==> config.mk <==
export PLATFORM = sky130hd
export DESIGN_NAME = alu
export DESIGN_NICKNAME = d
export VERILOG_FILES = /design/src/rtl/alu_pkg.sv /design/src/rtl/alu_if.sv /design/src/rtl/alu_datapath.sv /design/src/rtl/alu.sv
export SDC_FILE = /design/constraint.sdc
export NUM_CORES = 1
export LEC_CHECK = 0
export CAP_MARGIN = 20
export CORE_MARGIN = 2
export CORE_UTILIZATION = 30
export CTS_CLUSTER_SIZE = 10
export DETAILED_ROUTE_END_ITERATION = 7
export DONT_BUFFER_PORTS = 1
export PLACE_DENSITY = 0.45
export SETUP_SLACK_MARGIN = 0.2
export SKIP_CTS_REPAIR_TIMING = 1
export SLEW_MARGIN = 10
export SYNTH_ARGS = -nofsm -noshare
export SYNTH_HDL_FRONTEND = slang
export SYNTH_HIERARCHICAL = 1
export SYNTH_SLANG_ARGS = --single-unit
==> constraint.sdc <==
create_clock -name clk -period 0.8 [get_ports clk]
set_input_delay 0.04 -clock clk [delete_from_list [all_inputs] [get_ports clk]]
set_output_delay 0.04 -clock clk [all_outputs]
set_load 0.05 [all_outputs]
==> src/rtl/alu_pkg.sv <==
// alu_pkg: shared constants for the execute-stage ALU.
//   ALU_W      datapath width (16)
//   OP_*       3-bit operation encodings
package alu_pkg;

    localparam int unsigned ALU_W = 16;

    localparam logic [2:0] OP_ADD = 3'b000;
    localparam logic [2:0] OP_SUB = 3'b001;
    localparam logic [2:0] OP_AND = 3'b010;
    localparam logic [2:0] OP_ORR = 3'b011;
    localparam logic [2:0] OP_NOT = 3'b100;
    localparam logic [2:0] OP_XOR = 3'b101;
    localparam logic [2:0] OP_LSR = 3'b110;
    localparam logic [2:0] OP_LSL = 3'b111;

endpackage

==> src/rtl/alu_if.sv <==
// alu_if: operand/result bundle between an ALU requester and the ALU datapath.
//   rs, rt, op          operands and operation select (requester -> ALU)
//   rd, f_n/f_z/f_c/f_p result and condition flags   (ALU -> requester)
interface alu_if
    import alu_pkg::*;
();

    logic [ALU_W-1:0] rs;
    logic [ALU_W-1:0] rt;
    logic [2:0]       op;
    logic [ALU_W-1:0] rd;
    logic             f_n;
    logic             f_z;
    logic             f_c;
    logic             f_p;

    modport master (
        output rs, rt, op,
        input  rd, f_n, f_z, f_c, f_p
    );

    modport slave (
        input  rs, rt, op,
        output rd, f_n, f_z, f_c, f_p
    );

endinterface

==> src/rtl/alu_datapath.sv <==
// alu_datapath: purely combinational op mux, 17-bit add/sub and flag derivation.
//   bus.rs/rt/op   operands and op select
//   bus.rd         16-bit result
//   bus.f_n/z/c/p  negative, zero, carry/borrow/shift-out, positive
module alu_datapath
    import alu_pkg::*;
(
    alu_if.slave bus
);

    logic [ALU_W:0]   sum;
    logic [ALU_W-1:0] res;
    logic             carry;

    always_comb begin
        sum   = '0;
        res   = '0;
        carry = 1'b0;
        case (bus.op)
            OP_ADD: begin
                sum   = {1'b0, bus.rs} + {1'b0, bus.rt};
                res   = sum[ALU_W-1:0];
                carry = sum[ALU_W];
            end
            OP_SUB: begin
                // Bit 16 of the zero-extended difference is set exactly when rs < rt.
                sum   = {1'b0, bus.rs} - {1'b0, bus.rt};
                res   = sum[ALU_W-1:0];
                carry = sum[ALU_W];
            end
            OP_AND: res = bus.rs & bus.rt;
            OP_ORR: res = bus.rs | bus.rt;
            OP_NOT: res = ~bus.rs;
            OP_XOR: res = bus.rs ^ bus.rt;
            OP_LSR: begin
                res   = {1'b0, bus.rs[ALU_W-1:1]};
                carry = bus.rs[0];
            end
            OP_LSL: begin
                res   = {bus.rs[ALU_W-2:0], 1'b0};
                carry = bus.rs[ALU_W-1];
            end
            default: begin
                res   = '0;
                carry = 1'b0;
            end
        endcase
    end

    always_comb begin
        bus.rd  = res;
        bus.f_n = res[ALU_W-1];
        bus.f_z = (res == '0);
        bus.f_c = carry;
        bus.f_p = ~res[ALU_W-1] & (res != '0);
    end

endmodule

==> src/rtl/alu.sv <==
// alu: 16-bit execute-stage ALU with registered result and N/Z/C/P flags.
//   clk          rising-edge clock
//   rst_n        asynchronous active-low reset (clears rd and all flags)
//   rs, rt, op   operands and op select, sampled every rising edge
//   rd           registered result
//   fN/fZ/fC/fP  registered negative/zero/carry/positive flags
module alu
    import alu_pkg::*;
(
    input  logic             clk,
    input  logic             rst_n,
    input  logic [ALU_W-1:0] rs,
    input  logic [ALU_W-1:0] rt,
    input  logic [2:0]       op,
    output logic             fN,
    output logic             fZ,
    output logic             fC,
    output logic             fP,
    output logic [ALU_W-1:0] rd
);

    alu_if dp_if ();

    assign dp_if.rs = rs;
    assign dp_if.rt = rt;
    assign dp_if.op = op;

    alu_datapath u_datapath (
        .bus (dp_if.slave)
    );

    logic [ALU_W-1:0] rd_d, rd_q;
    logic             fn_d, fn_q;
    logic             fz_d, fz_q;
    logic             fc_d, fc_q;
    logic             fp_d, fp_q;

    always_comb begin
        rd_d = dp_if.rd;
        fn_d = dp_if.f_n;
        fz_d = dp_if.f_z;
        fc_d = dp_if.f_c;
        fp_d = dp_if.f_p;
    end

    always_ff @(posedge clk or negedge rst_n) begin
        if (!rst_n) begin
            rd_q <= '0;
            fn_q <= 1'b0;
            fz_q <= 1'b0;
            fc_q <= 1'b0;
            fp_q <= 1'b0;
        end else begin
            rd_q <= rd_d;
            fn_q <= fn_d;
            fz_q <= fz_d;
            fc_q <= fc_d;
            fp_q <= fp_d;
        end
    end

    assign rd = rd_q;
    assign fN = fn_q;
    assign fZ = fz_q;
    assign fC = fc_q;
    assign fP = fp_q;

endmodule

Word level (Yosys, flattened, before mapping)

Index checks and enable logic that the tools add are counted.

Register bits after elaboration: 20
Input port bits: 37
Word-level logic and storage cells: 25
Output and inout port bits: 20

Add/subtract/negate cells: 2
Bitwise operators: 6
Eq/ne operators: 7
Reduce and logical (&&, ||, !) cells: 3
Mux-type cells: 2

Operators with widths:

| operator                                                         | number |
|---|---|
| 16-bit one-hot mux with 8 select lines                           | 1 |
| 16-bit by 16-bit adder with 17-bit output                        | 1 |
| 16-bit by 16-bit subtractor with 17-bit output                   | 1 |
| 16-bit AND                                                       | 1 |
| 16-bit logical NOT                                               | 1 |
| 16-bit inverter                                                  | 1 |
| 16-bit bitwise OR                                                | 1 |
| 16-bit nonzero test                                              | 1 |
| 16-bit XOR                                                       | 1 |
| 3-bit == test (second input constant)                            | 4 |
| 3-bit by 2-bit == test with 1-bit output (second input constant) | 2 |
| 1-bit one-hot mux with 4 select lines                            | 1 |
| 3-bit by 1-bit == test with 1-bit output (second input constant) | 1 |
| 3-bit logical NOT                                                | 1 |
| 1-bit AND                                                        | 1 |
| 1-bit inverter                                                   | 1 |

Longest topological paths before layout

Depth in word-level cells: 4
Mapped depth: 13

By module

The synthesis kept the hierarchy.

Modules (own cells, without submodules):

| module       | sequential area each (µm²) | times used | area each (µm²) | cells an instance |
|---|---|---|---|---|
| alu_datapath | 0.0                        | 1          | 3,156.8         | 461 |
| alu          | 500.5                      | 1          | 500.5           | 20 |

Worst setup path after synthesis

Ideal clock, no wire load.

Path type: input port to flip-flop
Start point: input port rs[0]
End point: register fp_q (netlist: fP)
Cell stages on the path: 13
Arrival: 2.431 ns
Setup time: 0.130 ns
Path buffers: 0
Setup slack: -1.760 ns
Cells stage by stage: inv_1 -> ha_1 -> inv_1 -> fa_1 -> nor2b_1 -> or2_2 -> a21boi_1 -> o221ai_2 -> xnor2_2 -> o221ai_2 -> or4b_1 -> nor2_1 -> nor2_1

Cells in the longest elaborated chain, start to end: 4

Ends and longest elaborated chain:

| item                                                                                                               | line                                   | source |
|---|---|---|
| start, declared                                                                                                    | alu.sv:12                              | `input logic [ALU_W-1:0] rs,` |
| 16-bit by 16-bit subtractor with 17-bit output / 16-bit by 16-bit adder with 17-bit output (equally long branches) | alu_datapath.sv:27, alu_datapath.sv:21 |  |
| 16-bit one-hot mux with 8 select lines *                                                                           | alu_datapath.sv:19                     | `case (bus.op)` |
| named net dp_if.rd[12]                                                                                             | alu_if.sv:11                           | `logic [ALU_W-1:0] rd;` |
| 16-bit nonzero test *                                                                                              | alu_datapath.sv:55                     | `bus.f_p = ~res[ALU_W-1] & (res != '0);` |
| 1-bit AND *                                                                                                        | alu_datapath.sv:55                     |  |
| named net dp_if.f_p                                                                                                | alu_if.sv:15                           | `logic f_p;` |
| end signal, assigned                                                                                               | alu.sv:58                              | `fp_q <= fp_d;` |
| end, declared                                                                                                      | alu.sv:36                              | `logic fp_d, fp_q;` |

The timed path passes the listed nets; every way through them passes the cells marked *.

Worst setup path in the final report

Ends and elaborated chain as after synthesis.

==> results.ini <==
[setup_path]
worstPathRequired_ps=920
cp-end-kind=flip-flop
cp_max_fo=5
critPathSlowestCell=or4b_4
critical_path_arrival_ps=2390
worst-path-buf-inv=0
crit_path_start=rs[0]
start_kind=input pin
crit_chain=ha_4 -> fa_2 -> a21o_1 -> a221oi_2 -> o211ai_1 -> o21ai_2 -> xnor2_1 -> o221ai_2 -> or4b_4 -> nor2_2 -> nor2_1
critical_path_class=in2reg
cp_slowest_stage_delay_ps=580
cpLargestDelayFamily=compound AO/OA/AOI/OAI gates

[power_and_ir_drop]
seq_power_share_pct=28.5
power_density_nw_per_um2=1121
p_switching_mw=2.473
clkPwrFrac_pct=16.3
ir_drop_mv=0.6118
netSwitchingFraction_pct=41.15
total_power_mw=6.009
p_int_mw=3.536
power.leakage_nw=2.332
combinationalPowerShare_pct=55.2

[clocking]
cts_sinks=20
cts_buffer_depth=2
ctsHtreeMaxLevel=1
cts_buffers=3
cts_tree=yes
clkTransAtPathRegs_ps=50
clock-root-buffer=clkbuf_16

[place]
dp_hpwl_mm=10.29
routabilityCongestion=0.9086
io_buffers=0

[finish]
multi_input_area_um2=3251
syn_to_final_growth_pct=46.60
fill_cells=1187
drive_gt1_share_pct=44.03
final-seq-area_um2=524.3
diodes=0
fin_nets=683

[grt]
grt_usage_pct=19.47
antenna_found_initial=0
grt_overflow=0
grt_max_degree=72
grt_pass1_vias=3879
grt_first_pass_wirelength_mm=20.60

[timing]
worstMarginPinSlew_ps=797.0
grt_setup_unrepaired=yes
slew_headroom_pct=46.69
min_period_over_period_pct=282.8
slew_violations=0
worst_slack_ps=-1462
fmax_mhz=442.1
min_period_ps=2262
hold_viol_final=0
holdWs_ps=41.43
setup-violations-final=40

[detailed_routing]
ant_nets=0
wl_per_cell_um=17.73
drt-total-wl_mm=13.15
first_iter_violations=237
vias_per_cell=5.383
vias=3994
drtPass1Iterations=4
drc=0

[synthesis]
netlist_top_cells_count=inv_1 (51), ha_1 (48), a21oi_1 (38)
yosysTopAreaCellShare_pct=16.42
netlist_instances=481
synth-seq-cells=20
synth_warnings=6
yosysSeqAreaShare_pct=13.68
synth_area_leaders=ha_1 (16%), dfrtp_1 (14%), inv_1 (5.2%), a21oi_1 (5.2%), o21ai_0 (4.0%)
yosysTopAreaCell=ha_1
synthMostInstantiatedCell=inv_1
synth_nets=568
synthArstFlopShare_pct=100.0
synth_edf_count=0
syn_area_per_cell_um2=7.603
synth.distinct_cells=79
syn_area_um2=3657
synthFlopType=dfrtp_1

[worst_hold_path]
hp-start=op[0]
min_to=fC$_DFF_PN0_
hold_class=in2reg
hold_depth=3

[floorplanning]
core_region_area_um2=11960
pin_count=57
die-area_um2=13090
fp.dieH_um=114.4
fp.dieW_um=114.4
num_rows=40
start_util_pct=30.58

[flow_run]
drv_cap=0

[outcome]
violations=setup timing
status=finished with violations

layout make-up:
type	count	area share, %
clock buffers	4	1.470
inverters	55	4.481
multi-input cells	375	60.63
flip-flops and latches	20	9.778
well taps	147	3.431
repair buffers	141	20.21
kinds of logic after synthesis:
| group | count (synthesis) | share of synthesized area, % |
|---|---|---|
| fa+ha+maj | 50 | 17.52 |
| simple gates | 150 | 21.25 |
| flops | 20 | 13.68 |
| compound gates | 155 | 29.70 |
| mux | 12 | 4.995 |
| buf+inv | 86 | 10.74 |
| xor+xnor | 8 | 2.121 |
metal layers:
layer  up-vias  track usage [%]  share of wire [%]
li1       1960                -                  -
met1      1919            27.58                 46
met2       101            32.31                 48
met3        14            2.065                5.1
met4         0            3.333                1.3
met5         -                0                  0
flip-flops by register name, indices dropped and copies added, names as in the netlist:
| signal | flops |
|---|---|
| fP | 1 |
| fZ | 1 |
| fC | 1 |
| fN | 1 |
| rd | 16 |
tightest hold or removal path: stages:
cell and delay [ps]:
a21oi_1 50, o311ai_1 80, nand2_1 70
placed cells by master, fill, tap and decap left out, drive strengths merged, types with 4 or more instances in the layout:
cell type and count:
buf 140, inv 53, ha 48, nor2 39
a21oi 38, o21ai 32, nand2 27, dfrtp 20
nor3 17, nand3 16, nor2b 12, o22ai 9
mux2i 7, o211ai 7, xnor2 7, a31oi 7
nand2b 6, a22oi 6, mux4 5, o221ai 5
o31ai 5, and2 4, o21bai 4, nand3b 4
clkbuf 4, or3 4, and3 4, nor4 4
or2 4, a211oi 4
per-stage QoR:
step | util (%) | setup WS [ps] | TNS, ps | area [um^2] | instances
finish | 44.82 | -1462 | -18790 | 5361 | 742
global route | 44.82 | -1553 | -24230 | 5361 | 742
CTS | 40.99 | -1548 | -18710 | 4903 | 730
detailed placement | 40.33 | -1773 | -23550 | 4825 | 726
global placement | 40.33 | -1754 | -23140 | 4825 | 726
floorplan | - | -1551 | -16920 | 3880 | 481
power by group through the flow:
| stage | Combinational (mW) | Sequential, mW | Clock, mW |
|---|---|---|---|
| final | 3.32 | 1.71 | 0.979 |
| after global routing | 3.60 | 1.73 | 1.02 |
| after CTS | 2.83 | 1.72 | 0.993 |
| after detailed placement | 2.82 | 1.73 | 0 |
| after global placement | 2.81 | 1.73 | 0 |
| after floorplan | 1.79 | 1.74 | 0 |
worst max-delay path by stage:
stage	end	slack, ps	cells past startpoint
floorplan	fP$_DFF_PN0_	-1550	13
global placement	fP$_DFF_PN0_	-1750	12
detailed placement	fP$_DFF_PN0_	-1770	11
CTS	fP$_DFF_PN0_	-1550	12
global route	fP$_DFF_PN0_	-1550	11
finish	fP$_DFF_PN0_	-1460	11
No activity file was read; power rests on OpenSTA's default activity.
